$ cat src/rtl/pipe_stage_reg.sv
// Elastic pipeline stage register: valid/ready on both sides, 2-entry skid buffer, sync flush.
// Define PIPE_PERF_CNT_EN to add saturating stall_cnt / flush_cnt performance counters.
module pipe_stage_reg #(
    parameter int unsigned DATA_W = 32,
    parameter int unsigned CTRL_W = 4,
    parameter int unsigned CNT_W  = 16
) (
    input  logic              clk,
    input  logic              rst,
    input  logic              flush,
    input  logic              in_valid,
    output logic              in_ready,
    input  logic [CTRL_W-1:0] in_ctrl,
    input  logic [DATA_W-1:0] in_data,
    output logic              out_valid,
    input  logic              out_ready,
    output logic [CTRL_W-1:0] out_ctrl,
    output logic [DATA_W-1:0] out_data,
    output logic [1:0]        occupancy
`ifdef PIPE_PERF_CNT_EN
    ,
    output logic [CNT_W-1:0]  stall_cnt,
    output logic [CNT_W-1:0]  flush_cnt
`endif
);

    // Encoding doubles as the occupancy count.
    typedef enum logic [1:0] {
        StEmpty = 2'd0,
        StOne   = 2'd1,
        StFull  = 2'd2
    } state_e;

    state_e            state_q;
    logic [CTRL_W-1:0] main_ctrl_q, skid_ctrl_q;
    logic [DATA_W-1:0] main_data_q, skid_data_q;

    always_ff @(posedge clk) begin
        if (rst || flush) begin
            state_q     <= StEmpty;
            main_ctrl_q <= '0;
            main_data_q <= '0;
            skid_ctrl_q <= '0;
            skid_data_q <= '0;
        end else begin
            case (state_q)
                StEmpty: begin
                    if (in_valid) begin
                        main_ctrl_q <= in_ctrl;
                        main_data_q <= in_data;
                        state_q     <= StOne;
                    end
                end
                StOne: begin
                    if (out_ready) begin
                        if (in_valid) begin
                            main_ctrl_q <= in_ctrl;
                            main_data_q <= in_data;
                        end else begin
                            main_ctrl_q <= '0;
                            main_data_q <= '0;
                            state_q     <= StEmpty;
                        end
                    end else if (in_valid) begin
                        skid_ctrl_q <= in_ctrl;
                        skid_data_q <= in_data;
                        state_q     <= StFull;
                    end
                end
                StFull: begin
                    // in_ready is low here, so in_valid cannot be accepted.
                    if (out_ready) begin
                        main_ctrl_q <= skid_ctrl_q;
                        main_data_q <= skid_data_q;
                        skid_ctrl_q <= '0;
                        skid_data_q <= '0;
                        state_q     <= StOne;
                    end
                end
                default: begin
                    state_q <= StEmpty;
                end
            endcase
        end
    end

    always_comb begin
        in_ready  = (state_q != StFull);
        out_valid = (state_q != StEmpty);
        occupancy = state_q;
        out_ctrl  = out_valid ? main_ctrl_q : '0;
        out_data  = out_valid ? main_data_q : '0;
    end

    assert property (@(posedge clk) disable iff (rst)
        !(state_q == StFull && in_valid && in_ready && out_valid && out_ready));

`ifdef PIPE_PERF_CNT_EN
    logic [CNT_W-1:0] stall_cnt_q, flush_cnt_q;

    always_ff @(posedge clk) begin
        if (rst) begin
            stall_cnt_q <= '0;
            flush_cnt_q <= '0;
        end else begin
            if (out_valid && !out_ready && stall_cnt_q != '1) begin
                stall_cnt_q <= stall_cnt_q + 1'b1;
            end
            if (flush && state_q != StEmpty && flush_cnt_q != '1) begin
                flush_cnt_q <= flush_cnt_q + 1'b1;
            end
        end
    end

    assign stall_cnt = stall_cnt_q;
    assign flush_cnt = flush_cnt_q;
`else
    logic [CNT_W-1:0] unused_cnt;
    assign unused_cnt = '0;
`endif

endmodule

$ cat config.mk
export PLATFORM = sky130hd
export DESIGN_NAME = pipe_stage_reg
export DESIGN_NICKNAME = d
export VERILOG_FILES = /design/src/rtl/pipe_stage_reg.sv
export SDC_FILE = /design/constraint.sdc
export NUM_CORES = 1
export LEC_CHECK = 0
export ABC_AREA = 0
export BUFFER_PORTS_ARGS = -buffer_cell sky130_fd_sc_hd__buf_2
export CAP_MARGIN = 20
export CORE_MARGIN = 2
export CORE_UTILIZATION = 49
export CTS_CLUSTER_SIZE = 20
export DETAILED_ROUTE_END_ITERATION = 16
export PLACE_DENSITY = 0.76
export SYNTH_ARGS = -nofsm -noshare
export SYNTH_HDL_FRONTEND = slang
export SYNTH_SLANG_ARGS = --single-unit
$ cat constraint.sdc
create_clock -name clk -period 1.7 [get_ports clk]
set_input_delay 0.425 -clock clk [delete_from_list [all_inputs] [get_ports clk]]
set_output_delay 0.425 -clock clk [all_outputs]
set_load 0.03 [all_outputs]
==> metrics.csv <==
metric,value,unit
violations,setup timing,
slew_headroom,0.725,
status,"finished, violations left",
syn_avg_cell_area,8.90,sq um
cts_tree,yes,
fin_area,0.00533,sq mm
via_per_inst,5.89,
diodes,0,
clock_latency,360,ps
dieWidth,89.0,um
synth-seq-cells,74,
cts.path.max_buffers,2,
cp_slowest_cell,dfxtp_4,
cp_slowest_stage_delay,360,ps
cp.required,1940,ps
drv_slew,0,
syn_nets,446,
synth_ff_type,dfxtp_1,
area_growth,50.4,%
power_density,727,mW/mm^2
finalSetupViolations,98,
vdd_drop_max,0.467,mV
post-route-drc-count,0,
post-place-ws,-6.04,ps
end_kind,flop,
cp-start-kind,flop,
fin_crit_sh,1.09,
first_pass_iters,6,
core.rowCount,30,
start_util,0.513,
antenna_left,0,
reg2reg_to,skid_data_q[31],
synth_edf_count,0,
grt_max_degree,53,
worstRegToRegCells,10,
worst_slack,-159,ps
fill_cells,461,
cts-root-buf,clkbuf_8,
worstMarginPinSlew,413,ps
final_layout_size_suffix_gt1_frac,0.501,
hold_class,input port to flop,
worst-setup-path-type,flop to flop,
hold_viol_final,0,
layout.nets,544,
seq_area,0.00149,sq mm
wire_per_inst,19.0,um
worstPathCellList,"buf_4, ha_4, mux2i_4, buf_6, buf_4, buf_4, o221ai_4, clkbuf_16, nand2_1, a21oi_1",
core_area,0.00691,sq mm
reg2reg_slack,-160,ps
hpwlAfterDp,5.70,mm
min_period,1860,ps
die_h,89.0,um
ys.warnings.count,0,
cp-startpoint,occupancy[1],
critPathArrivalTime,2100,ps
crit_top_cell,buf_4,
post_dp_cell_area,0.00436,sq mm
place.gp.congestion,0.857,
cts.sinks,74,
grt_overflow,0,
drv_cap,0,
crit_fanout,9,
first_iter_violations,297,
htreeDepth,3,
crit_path_end,skid_data_q[31],
finClkSkew,9.92,ps
multi_input_area,0.00223,sq mm
synth_seq_area_share,0.418,
antenna_found_initial,0,
grt_pass1_vias,3143,
grt_usage,0.248,
fp.dieArea,0.00792,sq mm
synthArstFlopShare,0,
clk_pin_slew,80,ps
synth_area,0.00354,sq mm
grt_pass1_wl,15.3,mm
fmax,538,MHz
cts-buffers-inserted,9,
postSynthCellCount,398,
wirelength,11.3,mm
r2r_start,occupancy[1],
rsz0062_at_grt,true,
yosysUniqueCellTypes,32,
leakagePower,1.97,nW
vias,3502,
port-buffer-count,80,
io-pin-count,81,
-- per-stage QoR --
stage / power [W] / util / cells / hold WS (ps) / TNS, ps
finish: 0.00387 / 0.772 / 595 / 345 / -9190
floorplan: 0.00229 / - / 398 / 432 / 0
CTS: 0.00369 / 0.722 / 581 / 347 / -5860
global route: 0.00400 / 0.772 / 595 / 346 / -13350
detailed placement: 0.00247 / 0.632 / 555 / 445 / -24.4
global placement: 0.00245 / 0.632 / 555 / 438 / 0
-- state kept, by name (all words and copies together), names as in the netlist --
name and cells:
skid_ctrl_q 4, main_data_q 32, skid_data_q 32, main_ctrl_q 4
occupancy 2
-- worst min path at each step --
| stage | startpoint | endpoint | slack [ps] | cells after the start |
|---|---|---|---|---|
| CTS | in_ctrl[0] | skid_ctrl_q[0] | 350 | 3 |
| global route | in_data[16] | skid_data_q[16] | 350 | 3 |
| finish | in_data[26] | skid_data_q[26] | 340 | 3 |
| detailed placement | skid_data_q[31] | skid_data_q[31] | 450 | 2 |
| global placement | skid_data_q[20] | skid_data_q[20] | 440 | 2 |
| floorplan | skid_data_q[14] | skid_data_q[14] | 430 | 2 |
-- synth_stat cells, types with 7 or more instances --
cell | n | share of area
dfxtp_1 | 74 | 0.42
a21oi_1 | 54 | 0.076
nand2_1 | 38 | 0.040
nor2b_1 | 37 | 0.065
a22oi_1 | 36 | 0.076
o21ai_1 | 35 | 0.049
a21oi_2 | 20 | 0.049
nand3b_2 | 20 | 0.064
clkbuf_1 | 19 | 0.020
nand3b_1 | 16 | 0.034
buf_2 | 14 | 0.020
ha_1 | 7 | 0.025
-- metal layers --
metal,GRT usage,share of wire,up-vias,wire (um)
met5,0,0,-,0
met4,0.0624,0.020,0,225
met3,0.0554,0.076,30,857
met2,0.417,0.50,184,5620
met1,0.326,0.41,1670,4590
li1,-,-,1618,-
-- where the power goes --
group	internal, W	leakage, nW	total (W)	switching, W
combinational	0.000395	1.29	0.000843	0.000448
sequential	0.00180	0.603	0.00183	0.0000390
clock	0.000510	0.0769	0.00120	0.000688
-- placed cells by master (no fill, tap or decap), types with 2 or more instances in the layout --
cell	synthesis	final
a21oi_1	54	53
a21oi_2	20	21
a22oi_1	36	36
buf_12	2	11
buf_16	0	2
buf_2	14	42
buf_4	1	17
buf_6	1	45
buf_8	1	2
clkbuf_16	0	6
clkbuf_8	0	9
clkinv_2	0	2
clkinvlp_4	0	2
dfxtp_1	74	72
dfxtp_4	0	2
ha_2	0	2
ha_4	0	4
inv_1	4	2
inv_4	0	3
nand2_1	38	24
nand2_2	0	13
nand3b_1	16	16
nand3b_2	20	20
nor2b_2	0	3
nor2b_4	0	33
o21ai_0	3	3
o21ai_1	35	34
o221a_4	0	2
-- worst max-delay path, delay by kind of cell (launching register included) --
kind | cells | cell delay [ps]
compound gates | 2 | 230
flops | 1 | 360
simple gates | 1 | 90
buf+inv | 5 | 700
mux | 1 | 180
fa+ha+maj | 1 | 170
-- cells by family after synthesis --
| kind of cell | Yosys count | synth area share |
|---|---|---|
| compound gates | 154 | 0.273 |
| flops | 74 | 0.418 |
| buf+inv | 44 | 0.0671 |
| fa+ha+maj | 7 | 0.0247 |
| simple gates | 118 | 0.214 |
| mux | 1 | 0.00283 |
-- final cells by class --
type | count | area share
Multi-Input combinational cell | 280 | 0.419
Sequential cell | 74 | 0.279
Tap cell | 96 | 0.0225
Timing Repair Buffer | 125 | 0.244
Inverter | 6 | 0.00564
Clock inverter | 5 | 0.00634
Clock buffer | 9 | 0.0232
-- timing repair --
action / 4_1_cts / 5_1_grt
gates resized for setup: 98 / 28
gates cloned: 2 / 10
setup endpoints to repair: 74 / 84
setup buffers: 10 / 5
pin swaps: 4 / 4
hold buffers: 0 / 0
Power figures use the tool's default switching activity.
